`src/rtl/uart_cmd_bridge.sv`:
```
// rtl/uart_cmd_bridge.sv - byte-command register bridge between UART RX/TX and a local bus
//
// Turns a byte stream into local-bus register accesses and returns one response byte per command:
//   WRITE: CMD_WR, addr, data -> reg_we pulse, responds ACK_BYTE
//   READ : CMD_RD, addr       -> reg_re pulse, responds with reg_rdata
//   other opcodes             -> responds NAK_BYTE
//
// Timeouts:
//   - A stalled command (missing address or data byte) is dropped silently.
//   - A read whose data never arrives responds NAK_BYTE.
//   - Both raise a one-cycle err_timeout pulse.
//
// Ports:
//   clk, rst_n                      clock, synchronous active-low reset
//   rx_data, rx_valid, rx_ready     inbound command bytes
//   tx_data, tx_valid, tx_ready     outbound response bytes
//   reg_addr, reg_wdata             local bus address and write data
//   reg_we, reg_re                  local bus write / read strobes (one-cycle pulses)
//   reg_rdata, reg_rvalid           local bus read return
//   busy                            command in progress (any state other than IDLE)
//   err_timeout                     one-cycle pulse on an inter-byte or read timeout
module uart_cmd_bridge #(
    parameter int         TIMEOUT_CYCLES = 500_000,
    parameter logic [7:0] CMD_WR         = 8'h57,
    parameter logic [7:0] CMD_RD         = 8'h52,
    parameter logic [7:0] ACK_BYTE       = 8'h4B,
    parameter logic [7:0] NAK_BYTE       = 8'h45
) (
    input  logic       clk,
    input  logic       rst_n,
    input  logic [7:0] rx_data,
    input  logic       rx_valid,
    output logic       rx_ready,
    output logic [7:0] tx_data,
    output logic       tx_valid,
    input  logic       tx_ready,
    output logic [7:0] reg_addr,
    output logic [7:0] reg_wdata,
    output logic       reg_we,
    output logic       reg_re,
    input  logic [7:0] reg_rdata,
    input  logic       reg_rvalid,
    output logic       busy,
    output logic       err_timeout
);

    localparam int CW = $clog2(TIMEOUT_CYCLES + 1);
    localparam logic [CW-1:0] TMO_LAST = CW'(TIMEOUT_CYCLES - 1);

    typedef enum logic [2:0] {
        IDLE,
        GET_ADDR,
        GET_DATA,
        BUS_WR,
        BUS_RD,
        WAIT_RD,
        SEND
    } state_t;

    state_t        state;
    logic          op_rd;
    logic [CW-1:0] tmo_cnt;
    logic          rx_fire;
    logic          tmo_hit;

    assign rx_ready = rst_n && (state == IDLE || state == GET_ADDR || state == GET_DATA);
    assign rx_fire  = rx_valid && rx_ready;
    assign tmo_hit  = (tmo_cnt == TMO_LAST);
    assign busy     = (state != IDLE);

    always_ff @(posedge clk) begin
        if (!rst_n) begin
            state       <= IDLE;
            op_rd       <= 1'b0;
            tmo_cnt     <= '0;
            tx_data     <= 8'h00;
            tx_valid    <= 1'b0;
            reg_addr    <= 8'h00;
            reg_wdata   <= 8'h00;
            reg_we      <= 1'b0;
            reg_re      <= 1'b0;
            err_timeout <= 1'b0;
        end else begin
            // Strobes are single-cycle; the counter restarts unless a
            // counting state explicitly holds and advances it below.
            reg_we      <= 1'b0;
            reg_re      <= 1'b0;
            err_timeout <= 1'b0;
            tmo_cnt     <= '0;

            case (state)
                IDLE: begin
                    if (rx_fire) begin
                        if (rx_data == CMD_WR || rx_data == CMD_RD) begin
                            op_rd <= (rx_data == CMD_RD);
                            state <= GET_ADDR;
                        end else begin
                            tx_data  <= NAK_BYTE;
                            tx_valid <= 1'b1;
                            state    <= SEND;
                        end
                    end
                end

                GET_ADDR: begin
                    if (rx_fire) begin
                        reg_addr <= rx_data;
                        if (op_rd) begin
                            reg_re <= 1'b1;
                            state  <= BUS_RD;
                        end else begin
                            state  <= GET_DATA;
                        end
                    end else if (tmo_hit) begin
                        err_timeout <= 1'b1;
                        state       <= IDLE;
                    end else begin
                        tmo_cnt <= tmo_cnt + 1'b1;
                    end
                end

                GET_DATA: begin
                    if (rx_fire) begin
                        reg_wdata <= rx_data;
                        reg_we    <= 1'b1;
                        state     <= BUS_WR;
                    end else if (tmo_hit) begin
                        err_timeout <= 1'b1;
                        state       <= IDLE;
                    end else begin
                        tmo_cnt <= tmo_cnt + 1'b1;
                    end
                end

                BUS_WR: begin
                    tx_data  <= ACK_BYTE;
                    tx_valid <= 1'b1;
                    state    <= SEND;
                end

                // Read data cannot be valid in the strobe cycle itself.
                BUS_RD: begin
                    state <= WAIT_RD;
                end

                // Data arriving in the last counted cycle still wins over the timeout.
                WAIT_RD: begin
                    if (reg_rvalid) begin
                        tx_data  <= reg_rdata;
                        tx_valid <= 1'b1;
                        state    <= SEND;
                    end else if (tmo_hit) begin
                        err_timeout <= 1'b1;
                        tx_data     <= NAK_BYTE;
                        tx_valid    <= 1'b1;
                        state       <= SEND;
                    end else begin
                        tmo_cnt <= tmo_cnt + 1'b1;
                    end
                end

                SEND: begin
                    if (tx_ready) begin
                        tx_valid <= 1'b0;
                        state    <= IDLE;
                    end
                end

                default: begin
                    tx_valid <= 1'b0;
                    state    <= IDLE;
                end
            endcase
        end
    end

endmodule

```
`config.mk`:
```
export PLATFORM = sky130hd
export DESIGN_NAME = uart_cmd_bridge
export DESIGN_NICKNAME = d
export VERILOG_FILES = /design/src/rtl/uart_cmd_bridge.sv
export SDC_FILE = /design/constraint.sdc
export NUM_CORES = 1
export LEC_CHECK = 0
export ABC_AREA = 1
export BUFFER_PORTS_ARGS = -buffer_cell sky130_fd_sc_hd__buf_4
export CAP_MARGIN = 25
export CORE_ASPECT_RATIO = 0.7
export CORE_MARGIN = 8
export CORE_UTILIZATION = 45
export CTS_BUF_LIST = sky130_fd_sc_hd__clkbuf_2 sky130_fd_sc_hd__clkbuf_4 sky130_fd_sc_hd__clkbuf_8
export DETAILED_ROUTE_END_ITERATION = 12
export PLACE_DENSITY_LB_ADDON = 0.25
export SYNTH_ARGS = -nofsm -noshare
export SYNTH_HDL_FRONTEND = slang
export SYNTH_SLANG_ARGS = --single-unit
```
`constraint.sdc`:
```
create_clock -name clk -period 2.11 [get_ports clk]
set_input_delay 0.1055 -clock clk [delete_from_list [all_inputs] [get_ports clk]]
set_output_delay 0.1055 -clock clk [all_outputs]
set_load 0.01 [all_outputs]
```
* Word level (Yosys, flattened, before mapping)
Cells that the tools add are included.
Word-level totals: register bits after elaboration 51, output and inout port bits 30
Cells by class: add/subtract/negate cells 1, equal/unequal tests 13, muxes and demuxes 31, bitwise gates (word level) 1, reduce and logical (&&, ||, !) cells 18
Operator list (number):
- $mux 19 | 3
- $pmux 19 s2 | 1
- $mux 8 | 4
- $mux 3 | 9
- $pmux 8 s3 | 1
- $pmux 3 s7 | 1
- $add 19x1->19 const B | 1
- $eq 19x19->1 const B | 1
- $eq 8x7->1 const B | 2
- $mux 1 | 10
- $eq 3x3->1 const B | 3
- $reduce_and 3->1 | 3
- $eq 3x2->1 const B | 2
- $ne 2x2->1 const B | 3
- $reduce_and 2->1 | 3
- $reduce_bool 3->1 | 2
- $pmux 1 s5 | 1
- $reduce_and 5->1 | 1
- $reduce_and 4->1 | 1
- $eq 3x1->1 const B | 1
- $logic_not 3->1 | 1
- $logic_or 1x1->1 | 3
- $ne 3x3->1 const B | 1
- $reduce_or 3->1 | 1
- 4 further kinds | 5

* Depth between registers and ports, before layout
depth after elaboration 7, gate-level depth with buffers 11

* Worst setup path after synthesis
No wires, ideal clock.
kind flip-flop to flip-flop, from register tmo_cnt[0], to register tmo_cnt[18], library setup time 113 ps, arrival 1347 ps, required time 1997 ps, setup slack 651 ps, stages on the path, launching flop included 11, path buffers 0, path through dfxtp_1 > ha_1 > nand3_2 > inv_2 > nand3_2 > nor2_1 > nand3_1 > nor2_1 > nand2_1 > nor2_1 > nor2_1
On the way: longest elaborated chain between the ends 4
RTL lines:
- start: declaration | RTL line 62 | logic [CW-1:0] tmo_cnt;
- start signal: assignment | RTL line 118 | tmo_cnt <= tmo_cnt + 1'b1;
- start signal: assignment | RTL line 131 | tmo_cnt <= tmo_cnt + 1'b1;
- start signal: assignment | RTL line 158 | tmo_cnt <= tmo_cnt + 1'b1;
- $add 19x1->19 / $eq 19x19->1 (equally long branches)
- $mux 19 * | RTL line 114, 127, 152
- $mux 19 (on tied branches) | RTL line 148, 106
- $pmux 19 s2 * | RTL line 91 | case (state)
Mark *: on every way between the ends. The rest lies on a longest branch, timed or not. A chain may end at the register's enable or synchronous reset.

* Worst setup path in the final report
Same ends and word-level chain as after synthesis.

==> metrics <==
share of cells above drive strength 1=0.235; Hold-fix buffers, CTS=0; Fmax achieved=593 MHz; Peak VDD IR=0.000387 V; clock root buffer master=clkbuf_8; gr ovfl total=0; synthesis warning total=0; element type at the critical path end=flop; clk slew on worst S/H paths=0.09 ns; R2R Path End=tmo_cnt[18]; initial antenna violation count=0; clock insertion delay at the later pin of the skew report=0.30 ns; largest net degree at the start of global routing=23; RSZ-0062 raised after global routing=no; TNS Setup=0 ns; WL final=6090 um; Die Wd=104 um; antenna cells=0; core footprint=5230 um2; length in cells of the worst reg-to-reg path=10; Finished Cell Area=2960 um2; Via Count=2256; WL/cell=13.2 um; commonest non-fill, non-tap cell in the layout=nor2_1; Finished Layout Cells=460; number of global-route vias before repair=2185; Pwr Total=2420 uW; final net count=410; postcts setup bufs=0; most frequent cells in the layout=nor2_1, nand2_1, buf_4, dfxtp_1, inv_1; Synth Area in Adders=0.00514; Synth Area in Simple Gates=0.376; cell count after synthesis=336; I/O Pins=51; PortBufs=50; # H-tree levels=2; std cell rows=22; CP Max Fanout=5; post-route minimum period=1.69 ns; PwrDens=820 nW/um2; sequential area share after synthesis=0.420; Final Hold Viols=0; Critical path origin=tmo_cnt[0]; post-route setup slack=0.424 ns; Leak=0.00123 uW; pre-CTS setup slack=0.452 ns; Clock Tree Buf Depth=2; R2R Setup Slk=0.42 ns; Inst Count DP=453; Hold Path Class=input port to flop; xor/xnor share of the synthesized area=0.0288; first-pass GRT wire length=10300 um; final period utilization=0.799; Setup Skew=0.0113 ns; worst hold path cell count=3; max-cap viol count=0; CTS buffer count=5; First-pass DRT Iterations=4; Distinct cells, synth=30; Initial Util=0.465; crit path launch type=flop; hold_sp=rx_data[7]; gr usage total=0.151; vias per std cell=4.90; result of the run=completed; Critical Path AT=1.88 ns; die height=77.5 um; WHS Endpoint=reg_addr[7]; Starting DRT DRC Count=160; CTS tree=done; full die area=8050 um2; Setup Crit Path Kind=flop to flop; area grow syn2layout=21.5%; Slew Limit Fails=0; Slew @ Worst Pin=0.407 ns; reg2reg start=tmo_cnt[0]; Yosys reg bits=51; syn nets=358; post-DP HPWL=4680 um; Synth Cell Area=2430 um2; drt drc=0; gpl congestion=0.955; Max-slew headroom=0.728; antenna viol nets, final=0; Compound-Gate Fraction of Synth Area=0.0921; # setup viols final=0; Data required, critical path=2.30 ns; Synth Area per Inst=7.24 um2; largest family of logic cells by synthesized area=simple AND/OR/NAND/NOR gates; TritonCTS Sinks=51; mux share of post-synthesis cell area=0; post_cts resized=0; Area after DPL=2870 um2
==> final cells by class <==
cell class	instances	area, um2
clock inverter	1	5.00
tap	72	90.1
fill	520	2270
timing repair buffer	52	390
multi-input combinational	240	1220
sequential	51	1020
clock buffer	6	82.6
inverter	38	145
==> worst max path at each step <==
stage                        to  slack, ns
floorplan           tmo_cnt[18]       0.65
CTS                 tmo_cnt[18]       0.43
finish              tmo_cnt[18]       0.42
global route        tmo_cnt[18]       0.17
global placement     tmo_cnt[9]       0.49
detailed placement  tmo_cnt[10]       0.45
==> flip-flops by register name (all words and copies together) (netlist names) <==
register / count
err_timeout: 1
op_rd: 1
reg_addr: 8
reg_re: 1
reg_wdata: 8
reg_we: 1
state: 3
tmo_cnt: 19
tx_data: 8
tx_valid: 1
==> kinds of logic after synthesis <==
logic type | count (synthesis)
buffers and inverters | 45
AOI/OAI and AO/OA | 43
xor gates and xnor gates | 8
and+or+nand+nor | 188
adders and majority gates | 1
DFF | 51
==> power breakdown <==
part           internal, uW  switching, uW
Clock                   258            298
Sequential             1050           66.0
Combinational           295            457
==> cells in the mapped netlist, drive strengths merged <==
cell type  count  area, um2
o211ai         1       7.51
dfxtp         51       1020
and3           1       11.3
inv           38        145
ha             1       12.5
a21oi         17       85.1
nand3         20        115
nor3          10       50.1
clkbuf         3       11.3
buf            4       33.8
xor2           5       43.8
o21ai         23        119
nor2          88        418
nand3b         2       15.0
nor3b          2       25.0
a31oi          2       12.5
xnor2          3       26.3
nand4          8       56.3
nand2         57        224
==> critical path, stage by stage (launching register included) <==
cell and delay, ns:
dfxtp_1 0.36, ha_1 0.20, nand3_2 0.15, inv_2 0.09, nand3_2 0.10, nor2_1 0.16
nand3_1 0.13, nor2_1 0.17, nand2_1 0.09, nor2_1 0.09, nor2_1 0.05
==> per-layer routing <==
metal	wire (um)	global-route usage	vias to the layer above
li1	-	-	1173
met1	3050	0.205	1020
met2	2590	0.232	59
met3	434	0.0437	4
met4	23	0.0302	0
met5	0	0	-
==> stage by stage <==
stage	utilization	hold slack, ns
floorplan	-	0.240
global placement	0.548	0.353
detailed placement	0.548	0.369
CTS	0.565	0.0502
global route	0.565	0.0604
finish	0.565	0.0572
Note: power is estimated with default switching activity, not from simulation.
